===== src/rtl/seq_divider_if.sv =====
//------------------------------------------------------------------------------
// Module      : seq_divider_if
// Description : Request/result bundle for the sequential divider.
//               master : drives start/dividend/divisor, observes results
//               slave  : the divider itself
//   start     requester -> divider  request, sampled only while idle
//   dividend  requester -> divider  DW-bit unsigned dividend
//   divisor   requester -> divider  VW-bit unsigned divisor
//   busy      divider -> requester  iteration in progress
//   done      divider -> requester  one-cycle completion pulse
//   q / r     divider -> requester  quotient / remainder
//   dz        divider -> requester  last operation divided by zero
// Revision    : 1.0 - initial release
//------------------------------------------------------------------------------
`default_nettype none

interface seq_divider_if #(
    parameter int DW = 8,
    parameter int VW = 4
);
    logic          start;
    logic [DW-1:0] dividend;
    logic [VW-1:0] divisor;
    logic          busy;
    logic          done;
    logic [DW-1:0] q;
    logic [VW-1:0] r;
    logic          dz;

    modport master (
        output start, dividend, divisor,
        input  busy, done, q, r, dz
    );

    modport slave (
        input  start, dividend, divisor,
        output busy, done, q, r, dz
    );
endinterface

`default_nettype wire


===== src/rtl/seq_divider.sv =====
//------------------------------------------------------------------------------
// Module      : seq_divider
// Description : Multi-cycle unsigned restoring divider, one quotient bit per
//               clock. Companion of the 4x4 multiplier datapath: DW-bit
//               dividend, VW-bit divisor, start/busy/done handshake.
//   clk    in   rising-edge clock
//   rst_n  in   asynchronous active-low reset
//   bus    slave modport of seq_divider_if (start, dividend, divisor,
//          busy, done, q, r, dz)
// Revision    : 1.0 - initial release
//------------------------------------------------------------------------------
`default_nettype none

module seq_divider #(
    parameter int DW = 8,
    parameter int VW = 4
) (
    input  wire logic   clk,
    input  wire logic   rst_n,
    seq_divider_if.slave bus
);

    localparam int CW = $clog2(DW + 1);

    typedef enum logic [1:0] {
        S_IDLE = 2'd0,
        S_CALC = 2'd1,
        S_DONE = 2'd2
    } state_t;

    state_t        r_state;
    state_t        w_state_nxt;

    logic [CW-1:0] r_cnt;
    logic [VW-1:0] r_rem;      // stored partial remainder, always < divisor
    logic [DW-1:0] r_dvd;      // dividend shifts out MSB-first, quotient shifts in
    logic [VW-1:0] r_dvs;
    logic [DW-1:0] r_q;
    logic [VW-1:0] r_r;
    logic          r_dz;

    logic          w_busy;
    logic          w_done;
    logic          w_last;
    logic [VW:0]   w_shift;
    logic [VW:0]   w_diff;
    logic          w_ge;
    logic [VW-1:0] w_rem_nxt;

    // Shifted partial remainder needs VW+1 bits. Since it is below 2*divisor,
    // the VW+1-bit trial difference lies in (-2^VW, 2^VW), so its top bit is
    // an exact sign bit and the subtract can never overflow.
    assign w_shift   = {r_rem, r_dvd[DW-1]};
    assign w_diff    = w_shift - {1'b0, r_dvs};
    assign w_ge      = ~w_diff[VW];
    assign w_rem_nxt = w_ge ? w_diff[VW-1:0] : w_shift[VW-1:0];
    // Leaving CALC on the count of one stops after exactly DW iterations.
    assign w_last    = (r_cnt == CW'(1));

    //--------------------------------------------------------------------------
    // State register
    //--------------------------------------------------------------------------
    always_ff @(posedge clk or negedge rst_n) begin
        if (!rst_n) begin
            r_state <= S_IDLE;
        end else begin
            r_state <= w_state_nxt;
        end
    end

    //--------------------------------------------------------------------------
    // Next state and handshake outputs
    //--------------------------------------------------------------------------
    always_comb begin
        w_state_nxt = r_state;
        w_busy      = 1'b0;
        w_done      = 1'b0;
        case (r_state)
            S_IDLE: begin
                if (bus.start) begin
                    w_state_nxt = (bus.divisor == '0) ? S_DONE : S_CALC;
                end
            end
            S_CALC: begin
                w_busy = 1'b1;
                if (w_last) begin
                    w_state_nxt = S_DONE;
                end
            end
            S_DONE: begin
                w_done      = 1'b1;
                w_state_nxt = S_IDLE;
            end
            default: begin
                w_state_nxt = S_IDLE;
            end
        endcase
    end

    //--------------------------------------------------------------------------
    // Datapath: working registers are separate from the result registers so
    // q/r/dz hold the previous result until the new one is complete.
    //--------------------------------------------------------------------------
    always_ff @(posedge clk or negedge rst_n) begin
        if (!rst_n) begin
            r_cnt <= '0;
            r_rem <= '0;
            r_dvd <= '0;
            r_dvs <= '0;
            r_q   <= '0;
            r_r   <= '0;
            r_dz  <= 1'b0;
        end else begin
            case (r_state)
                S_IDLE: begin
                    if (bus.start) begin
                        r_dvd <= bus.dividend;
                        r_dvs <= bus.divisor;
                        r_rem <= '0;
                        r_cnt <= CW'(DW);
                        if (bus.divisor == '0) begin
                            r_q  <= '1;
                            r_r  <= '0;
                            r_dz <= 1'b1;
                        end
                    end
                end
                S_CALC: begin
                    r_rem <= w_rem_nxt;
                    r_dvd <= {r_dvd[DW-2:0], w_ge};
                    r_cnt <= r_cnt - CW'(1);
                    if (w_last) begin
                        r_q  <= {r_dvd[DW-2:0], w_ge};
                        r_r  <= w_rem_nxt;
                        r_dz <= 1'b0;
                    end
                end
                default: begin
                end
            endcase
        end
    end

    assign bus.busy = w_busy;
    assign bus.done = w_done;
    assign bus.q    = r_q;
    assign bus.r    = r_r;
    assign bus.dz   = r_dz;

endmodule

`default_nettype wire


===== src/flat_wrapper.sv =====
// flat-port wrapper written by rule: the top's interface ports become plain ports
module seq_divider_flat 
#(
    parameter int DW = 8,
    parameter int VW = 4
)
  (clk, rst_n, bus_start, bus_dividend, bus_divisor, bus_busy, bus_done, bus_q, bus_r, bus_dz);
  seq_divider_if #(.DW(DW), .VW(VW)) bus_i ();
  input  wire logic clk;
  input  wire logic rst_n;
  input wire logic [$bits(bus_i.start)-1:0] bus_start;
  input wire logic [$bits(bus_i.dividend)-1:0] bus_dividend;
  input wire logic [$bits(bus_i.divisor)-1:0] bus_divisor;
  output wire logic [$bits(bus_i.busy)-1:0] bus_busy;
  output wire logic [$bits(bus_i.done)-1:0] bus_done;
  output wire logic [$bits(bus_i.q)-1:0] bus_q;
  output wire logic [$bits(bus_i.r)-1:0] bus_r;
  output wire logic [$bits(bus_i.dz)-1:0] bus_dz;
  assign bus_i.start = bus_start;
  assign bus_i.dividend = bus_dividend;
  assign bus_i.divisor = bus_divisor;
  assign bus_busy = bus_i.busy;
  assign bus_done = bus_i.done;
  assign bus_q = bus_i.q;
  assign bus_r = bus_i.r;
  assign bus_dz = bus_i.dz;
  seq_divider #(.DW(DW), .VW(VW)) u_core (.clk(clk), .rst_n(rst_n), .bus(bus_i));
endmodule

===== config.mk =====
export PLATFORM = sky130hd
export DESIGN_NAME = seq_divider_flat
export DESIGN_NICKNAME = d
export VERILOG_FILES = /design/src/rtl/seq_divider_if.sv /design/src/rtl/seq_divider.sv /design/src/flat_wrapper.sv
export SDC_FILE = /design/constraint.sdc
export NUM_CORES = 1
export LEC_CHECK = 0
export ABC_AREA = 1
export CAP_MARGIN = 20
export CORE_AREA = 10 10 70 72
export CTS_CLUSTER_DIAMETER = 40
export DETAILED_ROUTE_END_ITERATION = 7
export DIE_AREA = 0 0 80 82
export GPL_ROUTABILITY_DRIVEN = 0
export PLACE_DENSITY = 0.75
export SLEW_MARGIN = 20
export SYNTH_ARGS = -nofsm -noshare
export SYNTH_HDL_FRONTEND = slang
export SYNTH_SLANG_ARGS = --single-unit

===== constraint.sdc =====
create_clock -name clk -period 1.98 [get_ports clk]
set_clock_uncertainty 0.05 [all_clocks]
set_input_delay 0.198 -clock clk [delete_from_list [all_inputs] [get_ports clk]]
set_output_delay 0.198 -clock clk [all_outputs]
set_load 0.03 [all_outputs]

Word level (Yosys, flattened, before mapping)
Cells that the tools add are included.

Register bits: 35. Bits in latches: 0. RAM bits: 0. Bits in read-only memories: 0. Input bits: 15. Output and inout bits: 15. Word-level logic and storage cells: 49. Memories kept: 0.

Add/subtract/negate cells: 2. Multipliers: 0. Div/mod/pow operators: 0. Magnitude comparators: 0. Equal/unequal tests: 6. Shifts and indexed selects: 0. Mux-type cells: 25. Bitwise gates (word level): 1. Reductions and logical operators: 7.

Operator list (number): 8-bit two-way mux (4); 8-bit one-hot mux with 2 select lines (2); 4-bit two-way mux (6); 4-bit one-hot mux with 2 select lines (3); 2-bit two-way mux (3); 2-bit AND reduction (3); 1-bit two-way mux (5); 5-bit by 4-bit subtractor with 5-bit output (1); 4-bit by 1-bit == test with 1-bit output (second input constant) (1); 4-bit logical NOT (1); 2-bit by 1-bit != test with 1-bit output (second input constant) (2); 2-bit one-hot mux with 2 select lines (1); 4-bit AND reduction (1); 4-bit by 1-bit subtractor with 4-bit output (second input constant) (1); 2-bit by 1-bit == test with 1-bit output (second input constant) (1); 2-bit == test (second input constant) (1); 2-bit logical NOT (1); 2-bit != test (second input constant) (1); 1-bit one-hot mux with 2 select lines (1); 2-bit nonzero test (1); 1-bit inverter (1).

Depth between registers and ports, before layout
Gate-level depths: netlist (run 1).

Depth after elaboration: 4. Mapped depth: 12. Gate-level depth less buffers: 12.

Worst setup path before layout (run 1)
No wires, ideal clock.

Path kind: reg-to-reg. Start point: register u_core.r_dvd[7]. End point: register u_core.r_rem[3]. Library setup time: 0.126 ns. Data arrival time: 1.577 ns. Slack: 0.227 ns. Stages on the path, launching flop included: 11. Buffers on the path: 0. Period minus slack after synthesis: 1.753 ns. Path through: dfrtp_1 -> inv_1 -> ha_1 -> inv_1 -> fa_1 -> nand3_1 -> nand3_1 -> nand2_1 -> nand3_1 -> nand2_1 -> o21ai_0.

Cells in the longest elaborated chain, start to end: 3.

Ends and longest elaborated chain: start, declared (RTL line seq_divider.sv:36) `logic [DW-1:0] r_dvd;`; start signal, assigned (RTL line seq_divider.sv:117) `r_dvd <= bus.dividend;`; start signal, assigned (RTL line seq_divider.sv:130) `r_dvd <= {r_dvd[DW-2:0], w_ge};`; 5-bit by 4-bit subtractor with 5-bit output (RTL line seq_divider.sv:54) `assign w_diff = w_shift - {1'b0, r_dvs};`; 4-bit two-way mux (RTL line seq_divider.sv:56) `assign w_rem_nxt = w_ge ? w_diff[VW-1:0] : w_shift[VW-1:0];`; 4-bit one-hot mux with 2 select lines (RTL line seq_divider.sv:114) `case (r_state)`; end signal, assigned (RTL line seq_divider.sv:129) `r_rem <= w_rem_nxt;`; end, declared (RTL line seq_divider.sv:35) `logic [VW-1:0] r_rem;`.

Every way passes these cells. A chain may end at the register's enable or synchronous reset.

Worst setup path after layout (run 1)
Start point: register u_core.r_state[0]. End point: output port bus_done.

Cells in the longest elaborated chain, start to end: 2.

Ends and longest elaborated chain: start, declared (RTL line seq_divider.sv:31) `state_t r_state;`; start signal, assigned (RTL line seq_divider.sv:67) `r_state <= w_state_nxt;`; 2-bit == test (RTL line seq_divider.sv:78) `case (r_state)`; 1-bit two-way mux (RTL line seq_divider.sv:78); end, declared (RTL line flat_wrapper.sv:15) `output wire logic [$bits(bus_i.done)-1:0] bus_done;`.

Every way passes these cells.

==> results of run 1 <==
cell usage in the layout, fill, tap and decap left out, types with 2 or more instances in the layout:
cell             Yosys  routed
o31ai_2              3       3
nand3_1             15      14
o21ai_2              5       5
ha_1                 6       6
a21oi_1              2       2
dfrtp_1             35      35
nand2_4              2       2
inv_1               19      19
nand3_2              1       2
buf_4                1       2
nor2_1              18      18
o31ai_1              2       2
clkdlybuf4s50_1      0      28
o21ai_1              3       3
nand2_1             59      58
clkbuf_4             0       5
a22oi_1              2       2
inv_2                2       2
o21ai_0             12      12
state kept, by name, indices dropped and copies added (netlist names):
signal,flops
u_core.r_rem,4
u_core.bus.q,8
u_core.r_dvd,8
u_core.bus.dz,1
u_core.r_state,2
u_core.r_cnt,4
u_core.r_dvs,4
u_core.bus.r,4
cells by family after synthesis:
kind of cell	count (synthesis)	share of synthesized area
AND/OR/NAND/NOR	97	0.239
AO/OA/AOI/OAI	32	0.123
XOR/XNOR	1	0.00499
buffers and inverters	28	0.0798
flip-flops	35	0.499
adder cells (fa/ha/maj)	7	0.0541
worst min path at each step:
| stage | slack, ns | start | endpoint |
|---|---|---|---|
| CTS | 0.22 | rst_n | u_core.r_dvs[3]$_DFFE_PN0P_ |
| floorplan | -0.15 | rst_n | u_core.bus.dz$_DFFE_PN0P_ |
| detailed placement | 0.42 | u_core.bus.q[5]$_DFFE_PN0P_ | u_core.bus.q[5]$_DFFE_PN0P_ |
| global placement | 0.41 | u_core.r_dvd[2]$_DFFE_PN0P_ | u_core.r_dvd[2]$_DFFE_PN0P_ |
| global route | 0.24 | rst_n | u_core.r_rem[2]$_DFFE_PN0P_ |
| finish | 0.20 | rst_n | u_core.r_dvs[3]$_DFFE_PN0P_ |
routing by layer:
metal | GRT usage | share of wire | vias up
met5 | 0 | 0 | -
met4 | 0.0458 | 0.015 | 0
met3 | 0.0437 | 0.066 | 6
met2 | 0.187 | 0.48 | 30
met1 | 0.145 | 0.44 | 659
li1 | - | - | 716
cell type report:
class	instances	area, sq um
fillers	340	1440
clock buffers	6	51.3
multi-input cells	137	751
flip-flops and latches	35	876
repair buffers	31	304
inverters	23	93.8
clock inverters	1	5.00
well taps	48	60.1
Yosys cell counts, types with 2 or more instances:
master / instances
nand2_1: 59
dfrtp_1: 35
inv_1: 19
nor2_1: 18
nand3_1: 15
o21ai_0: 12
ha_1: 6
o21ai_2: 5
buf_6: 3
o21ai_1: 3
o31ai_2: 3
a21oi_1: 2
a22oi_1: 2
inv_2: 2
nand2_4: 2
o31ai_1: 2
what timing repair did:
action	CTS	global route
gates resized for setup	1	3
endpoints found under the setup margin	1	9
pin swaps	0	0
power by group:
group | total [mW] | internal (mW) | switching [mW]
registers | 1.25 | 1.06 | 0.187
clock network | 0.399 | 0.165 | 0.235
logic | 2.32 | 0.843 | 1.48
worst max-delay path: cells and delay by family (launching register included):
kind	cells	cell delay, ns
flops	1	0.43
buf+inv	1	0.68
simple gates	1	0.12
==> summary.txt, run 1 <==
nets: 255
final-report hold violation count: 0
GRT overflow: 0
Max Cap Viol: 0
register bit total from synthesis: 35
Final TNS setup: 0 ns
initial antenna violation count: 0
top post-synthesis cells by area: dfrtp_1 (50%), nand2_1 (13%), ha_1 (4.3%)
final WL: 3690 microns
final hold slack: 0.202 ns
Post-Synthesis Cells: 200
Worst-path clk slew: 0.10 ns
Synth area leader: dfrtp_1
Period minus WS final: 1.82 ns
Core Region: 0.00358 sq mm
row count: 22
Post-Place Cell Area: 0.00208 sq mm
largest net degree at the start of global routing: 36
asr flop ratio synth: 1.00
max incr delay on CP: 0.68 ns
post-synth top area share: 0.499
first-pass GRT wire length: 6230 microns
n_diodes: 0
Peak supply drop: 0.934 mV
mapped cell area: 0.00176 sq mm
pwr dens: 1850 mW/mm^2
Synth cell types: 28
max-slew headroom at the worst pin: 0.710
die width: 80 microns
fin util: 0.598
outcome: finished clean
Placed Cells: 274
CP Cell Sequence: nor2_1 -> clkdlybuf4s50_1
Pleak: 1.06 nW
reg2reg path depth: 10
CTS Hold Buffers Added: 0
fin. max-slew vios: 0
Syn Nets: 222
CP startpoint kind: flop
number of port buffers: 29
Yosys warning count: 0
Final Power: 3.96 mW
Final Worst Setup Slack: 0.162 ns
Arr. time, crit path: 1.57 ns
H-tree depth: 2
routed vias/inst: 5.02
worst slack, placed: 0.0420 ns
Worst Setup End Kind: output pin
crit path max fanout: 3
Top FF cell, synth: dfrtp_1
residual DRC count: 0
die area: 0.00656 sq mm
clock latency on the worst-skew pair: 0.34 ns
Req. time, crit path: 1.73 ns
Crit Path Class: flop to output pin
Crit Reg-Reg Endpoint: u_core.r_rem[3]$_DFFE_PN0P_
final worst-path cycle share: 0.918
Reg-to-Reg Start: u_core.r_dvd[7]$_DFFE_PN0P_
routed len/inst: 13.1 microns
CTS Buffer Depth: 2
DR iter-0 viols: 71
fin cells: 281
Critical Path Sink: bus_done
iteration count of the initial detailed-routing pass: 4
total track usage: 0.119
initial core utilization: 0.491
DP Wirelength: 2780 microns
worst min path class: input port to async pin
EDFF count, synth: 0
total clock sinks: 35
CP max-delay cell: clkdlybuf4s50_1
Max Freq: 550 MHz
Worst Tran Pin Value: 0.436 ns
CTS tree: built
Num CTS Buffers: 5
final setup fails: 0
number of setup buffers added after CTS: 0
R2R setup slack: 0.17 ns
Synth-to-Final Area Change: 21.9%
Vias: 1,411
final instance area: 0.00214 sq mm
part of the Yosys area used for sequential elements: 0.499
Top Ports: 30
fraction of layout cells with a size suffix above 1: 0.120
root buf cell: clkbuf_4
Die Span Y: 82 microns
Setup crit start: u_core.r_state[0]$_DFFE_PN0P_
Syn Area/Cell: 8.78 sq um
ANT nets after route: 0
vias in the first global route: 1,336
Power figures use the tool's default switching activity.
==> inputs of run 2 (changes only) <==
--- a/constraint.sdc
+++ b/constraint.sdc
@@ -3,3 +3,3 @@
 set_input_delay 0.198 -clock clk [delete_from_list [all_inputs] [get_ports clk]]
 set_output_delay 0.198 -clock clk [all_outputs]
-set_load 0.03 [all_outputs]
+set_load 0.01 [all_outputs]
==> summary.txt, run 2 (same netlist as run 1, synthesis figures left out) <==
number of setup buffers added after CTS: 0 (unchanged)
initial core utilization: 0.491 (unchanged)
routed len/inst: 12.4 microns (-5.8%)
DP Wirelength: 2610 microns (-6.0%)
register share of total power: 0.336 (+0.022)
total clock sinks: 35 (unchanged)
total track usage: 0.115 (-0.00328)
worst slack, placed: 0.0526 ns (+0.0105 ns)
pwr dens: 1730 mW/mm^2 (-6.8%)
crit path max fanout: 6 (+3)
global-route track usage on met2: 0.189 (+0.00241)
Int Pwr: 2.04 mW (-1.1%)
Final TNS setup: 0 ns (unchanged)
routed vias/inst: 4.88 (-2.8%)
CP Cell Sequence: inv_1 -> ha_1 -> inv_1 -> fa_2 -> nand3_1 -> nand3_2 -> nand2_2 -> nand3_1 -> nand2_1 -> o21ai_0
Sw Ratio: 0.447 (-0.0318)
combinational power share: 0.562 (-0.023)
Vias: 1,376 (-2.5%)
CTS Hold Buffers Added: 0 (unchanged)
first-pass GRT wire length: 5980 microns (-4.0%)
vias in the first global route: 1,361 (+1.9%)
Peak supply drop: 0.860 mV (-7.9%)
max-slew headroom at the worst pin: 0.709 (about the same)
outcome: finished clean
Clk pwr share: 0.102 (about the same)
root buf cell: clkbuf_4
gr busiest metal: met2
nets: 255 (unchanged)
ANT nets after route: 0 (unchanged)
Worst-path clk slew: 0.10 ns (about the same)
GR Util met3: 0.0295 (-0.0142)
iteration count of the initial detailed-routing pass: 4 (unchanged)
CTS tree: built
commonest non-fill, non-tap cell in the layout: nand2_1
initial antenna violation count: 0 (unchanged)
Die Span Y: 82 microns (unchanged)
commonest non-fill, non-tap cells in the layout: nand2_1 (58), dfrtp_1 (35), clkdlybuf4s50_1 (28), inv_1 (19), nor2_1 (18)
Top Ports: 30 (unchanged)
number of port buffers: 29 (unchanged)
Psw: 1.65 mW (-13%)
R2R setup slack: 0.20 ns (+0.03 ns)
die width: 80 microns (unchanged)
row count: 22 (unchanged)
CP startpoint kind: flop
Max Freq: 562 MHz (+2.2%)
final instance area: 0.00214 sq mm (unchanged)
largest net degree at the start of global routing: 36 (unchanged)
Num CTS Buffers: 5 (unchanged)
Post-Place Cell Area: 0.00208 sq mm (unchanged)
CTS Buffer Depth: 2 (unchanged)
Period minus WS final: 1.78 ns (-0.0398 ns)
reg2reg path depth: 10 (unchanged)
CP max-delay cell: dfrtp_1
met1 Track Usage GR: 0.134 (-0.0113)
RSZ-0062 raised after global routing: false
Req. time, crit path: 2.16 ns (+0.43 ns)
Pleak: 1.06 nW (+0.44%)
final-report hold violation count: 0 (unchanged)
die area: 0.00656 sq mm (unchanged)
Levels on crit path: 10 (+8)
Max Cap Viol: 0 (unchanged)
final setup fails: 0 (unchanged)
Core Region: 0.00358 sq mm (unchanged)
Worst Tran Pin Value: 0.436 ns (+0.000470 ns)
Synth-to-Final Area Change: 21.9% (unchanged)
Reg-to-Reg Start: u_core.r_dvd[7]$_DFFE_PN0P_
Setup crit start: u_core.r_dvd[7]$_DFFE_PN0P_
Crit Path Class: flop to flop
max incr delay on CP: 0.39 ns (-0.29 ns)
fin. max-slew vios: 0 (unchanged)
fraction of layout cells with a size suffix above 1: 0.115 (-0.00479)
final worst-path cycle share: 0.898 (-0.0201)
n_diodes: 0 (unchanged)
GRT overflow: 0 (unchanged)
clock latency on the worst-skew pair: 0.35 ns (about the same)
CP Buf/Inv Count: 2 (+1)
DR iter-0 viols: 44 (-38%)
H-tree depth: 2 (unchanged)
Crit Reg-Reg Endpoint: u_core.r_rem[3]$_DFFE_PN0P_
Worst path top cell family by delay: simple AND/OR/NAND/NOR gates
Final Worst Setup Slack: 0.202 ns (+0.0398 ns)
Worst Setup End Kind: flop
worst min path class: input port to async pin
final WL: 3490 microns (-5.4%)
Arr. time, crit path: 1.96 ns (+0.39 ns)
residual DRC count: 0 (unchanged)
==> run 2: cell count changes in the layout (fill, tap and decap cells not counted), sizes merged <==
cell	before	now
dlygate4sd2	1	0
clkbuf	6	7
dlymetal6s2s	0	1
==> run 2: worst max-delay path by stage <==
stage,endpoint
6_report,u_core.r_rem[3]$_DFFE_PN0P_
5_1_grt,u_core.r_rem[3]$_DFFE_PN0P_
4_1_cts,bus_busy
3_5_place_dp,u_core.r_rem[3]$_DFFE_PN0P_
3_3_place_gp,u_core.r_rem[3]$_DFFE_PN0P_
2_1_floorplan,u_core.r_rem[3]$_DFFE_PN0P_
==> run 2: cell type report <==
type | count | area [sq um]
fillers | 327 | 1440
flip-flops and latches | 35 | 876
multi-input cells | 137 | 751
repair buffers | 31 | 308
inverters | 23 | 96.3
well taps | 48 | 60.1
clock buffers | 7 | 45.0
clock inverters | 1 | 5.00
==> run 2: what timing repair did <==
action,4_1_cts,5_1_grt
pin swaps,0,0
gates resized for setup,1,4
endpoints found under the setup margin,1,9
==> run 2: power by group through the flow <==
stage / Clock [mW] / Sequential [mW] / Combinational (mW)
2_1_floorplan: 0 / 1.28 / 1.48
4_1_cts: 0.395 / 1.24 / 2.10
3_5_place_dp: 0 / 1.26 / 2.08
6_report: 0.379 / 1.24 / 2.08
5_1_grt: 0.424 / 1.28 / 2.37
3_3_place_gp: 0 / 1.25 / 2.04
==> run 2: metal layers <==
| layer | routed length, microns | vias to the layer above | share of wire |
|---|---|---|---|
| met5 | 0 | - | 0 |
| met3 | 190 | 8 | 0.054 |
| li1 | - | 714 | - |
| met4 | 82 | 0 | 0.024 |
| met1 | 1640 | 623 | 0.47 |
| met2 | 1570 | 31 | 0.45 |
==> run 2: metrics by stage <==
stage	instances	hold slack (ns)	util	total power, mW
floorplan	200	-0.148	-	2.76
global placement	274	0.414	0.580	3.29
detailed placement	274	0.418	0.580	3.33
CTS	282	0.205	0.595	3.73
global route	282	0.229	0.598	4.07
finish	282	0.199	0.598	3.70
==> inputs of run 3 (changes only) <==
CORE_AREA = 2 2 62 64   (was 10 10 70 72)
DIE_AREA = 0 0 64 66   (was 0 0 80 82)
PLACE_DENSITY = 0.83   (was 0.75)
==> summary.txt, run 3 (same netlist as run 1, synthesis figures left out) <==
n_diodes: 0 (unchanged)
crit path max fanout: 6 (unchanged)
CTS Buffer Depth: 2 (unchanged)
Core Region: 0.00355 sq mm (-0.77%)
Post-Place Cell Area: 0.00208 sq mm (unchanged)
commonest non-fill, non-tap cells in the layout: nand2_1 (58), dfrtp_1 (35), clkdlybuf4s50_1 (28), inv_1 (19), nor2_1 (18)
first-pass GRT wire length: 5880 microns (-1.7%)
Req. time, crit path: 2.15 ns (about the same)
Levels on crit path: 10 (unchanged)
fin cells: 282 (unchanged)
Vias: 1,395 (+1.4%)
final instance area: 0.00217 sq mm (+1.2%)
final setup fails: 0 (unchanged)
CP Buf/Inv Count: 2 (unchanged)
global-route track usage on met2: 0.314 (+0.124)
commonest non-fill, non-tap cell in the layout: nand2_1
number of port buffers: 29 (unchanged)
Max Freq: 563 MHz (+0.10%)
Peak supply drop: 0.715 mV (-17%)
final worst-path cycle share: 0.897 (-0.000929)
vias in the first global route: 1,340 (-1.5%)
worst min path class: input port to async pin
outcome: finished clean
gr busiest metal: met2
Num CTS Buffers: 5 (unchanged)
Die Span Y: 66 microns (-20%)
initial core utilization: 0.495 (+0.00381)
DP Wirelength: 2460 microns (-5.7%)
largest net degree at the start of global routing: 36 (unchanged)
final WL: 3370 microns (-3.5%)
clock latency on the worst-skew pair: 0.34 ns (about the same)
Worst path top cell family by delay: simple AND/OR/NAND/NOR gates
Max Cap Viol: 0 (unchanged)
final-report hold violation count: 0 (unchanged)
Multi-input gate area: 751 sq um (unchanged)
total track usage: 0.185 (+0.0698)
number of fillers in the final layout: 305 (-6.7%)
nets: 255 (unchanged)
iteration count of the initial detailed-routing pass: 4 (unchanged)
Pleak: 1.07 nW (+0.93%)
Period minus WS final: 1.78 ns (-0.00184 ns)
die width: 64 microns (-20%)
Worst-path clk slew: 0.11 ns (about the same)
Worst Tran Pin Value: 0.433 ns (-0.00307 ns)
met1 Track Usage GR: 0.221 (+0.0873)
Final Power: 3.78 mW (+2.3%)
Synth-to-Final Area Change: 23.3%
initial antenna violation count: 0 (unchanged)
ANT nets after route: 0 (unchanged)
DR iter-0 viols: 65 (+48%)
GRT overflow: 0 (unchanged)
Crit Path Class: flop to flop
reg2reg path depth: 10 (unchanged)
root buf cell: clkbuf_4
Arr. time, crit path: 1.95 ns (about the same)
Reg area: 876 sq um (unchanged)
CP startpoint kind: flop
routed len/inst: 11.9 microns (-3.5%)
row count: 22 (unchanged)
residual DRC count: 0 (unchanged)
pwr dens: 1750 mW/mm^2 (+1.1%)
max-slew headroom at the worst pin: 0.711 (+0.00204)
Placed Cells: 274 (unchanged)
Final TNS setup: 0 ns (unchanged)
total clock sinks: 35 (unchanged)
H-tree depth: 2 (unchanged)
Worst Setup End Kind: flop
CTS tree: built
GR Util met3: 0.0545 (+0.0250)
die area: 0.00422 sq mm (-36%)
Top Ports: 30 (unchanged)
routed vias/inst: 4.95 (+1.4%)
RSZ-0062 raised after global routing: false
CP max-delay cell: dfrtp_1
fin. max-slew vios: 0 (unchanged)
fraction of layout cells with a size suffix above 1: 0.124 (+0.00855)
max incr delay on CP: 0.39 ns (about the same)
CP Cell Sequence: inv_1 -> ha_1 -> inv_1 -> fa_2 -> nand3_1 -> nand3_2 -> nand2_2 -> nand3_1 -> nand2_1 -> o21ai_0
run 3: changes by cell type in the layout (fill, tap and decap cells not counted), sizes merged:
cell and delta:
clkinv -1, clkinvlp +1
run 3: path summary, 6_finish.rpt:
check	startpoint	slack, ns	end
max	u_core.r_dvd[7]$_DFFE_PN0P_	0.20	u_core.r_rem[3]$_DFFE_PN0P_
min	rst_n	0.21	u_core.r_rem[0]$_DFFE_PN0P_
max reg2reg	u_core.r_dvd[7]$_DFFE_PN0P_	0.20	u_core.r_rem[3]$_DFFE_PN0P_
min reg2reg	u_core.bus.q[3]$_DFFE_PN0P_	0.44	u_core.bus.q[3]$_DFFE_PN0P_
max in group asynchronous	rst_n	1.37	u_core.bus.r[0]$_DFFE_PN0P_
min in group clk	bus_divisor[1]	0.38	u_core.r_dvs[1]$_DFFE_PN0P_
run 3: layout make-up:
class | instances | share of cell area
Clock buffer | 7 | 0.0300
Clock inverter | 1 | 0.00347
Inverter | 23 | 0.0456
Multi-Input combinational cell | 137 | 0.347
Sequential cell | 35 | 0.404
Tap cell | 48 | 0.0277
Timing Repair Buffer | 31 | 0.142
run 3: power by group:
| group | switching (mW) | leakage (nW) | internal (mW) | total (mW) |
|---|---|---|---|---|
| Combinational | 1.24 | 0.602 | 0.849 | 2.09 |
| Sequential | 0.191 | 0.430 | 1.06 | 1.25 |
| Clock | 0.237 | 0.0375 | 0.207 | 0.445 |
| Total | 1.66 | 1.07 | 2.12 | 3.78 |
run 3: stage by stage:
stage,utilization,hold WS [ns],setup slack (ns)
global placement,0.585,0.412,0.147
detailed placement,0.585,0.418,0.0452
CTS,0.605,0.210,0.00408
floorplan,-,-0.148,0.227
global route,0.610,0.213,0.0560
finish,0.610,0.205,0.204
run 3: timing repair:
item	in CTS	in global routing
setup buffers	0	0
hold buffers	0	0
endpoints found under the setup margin	0	9
gates resized for setup	0	6
hold endpoints to repair	0	0
run 3: worst reg2reg max path, cell delays in order (launching register included):
cell and delay (ns):
dfrtp_1 0.39, inv_1 0.07, ha_1 0.13, inv_1 0.06, fa_2 0.36, nand3_1 0.10
nand3_2 0.14, nand2_2 0.13, nand3_1 0.09, nand2_1 0.07, o21ai_0 0.08
run 3: routing by layer:
metal	share of wire	vias up
met2	0.49	29
met5	0	-
li1	-	716
met1	0.45	645
met3	0.037	5
met4	0.018	0
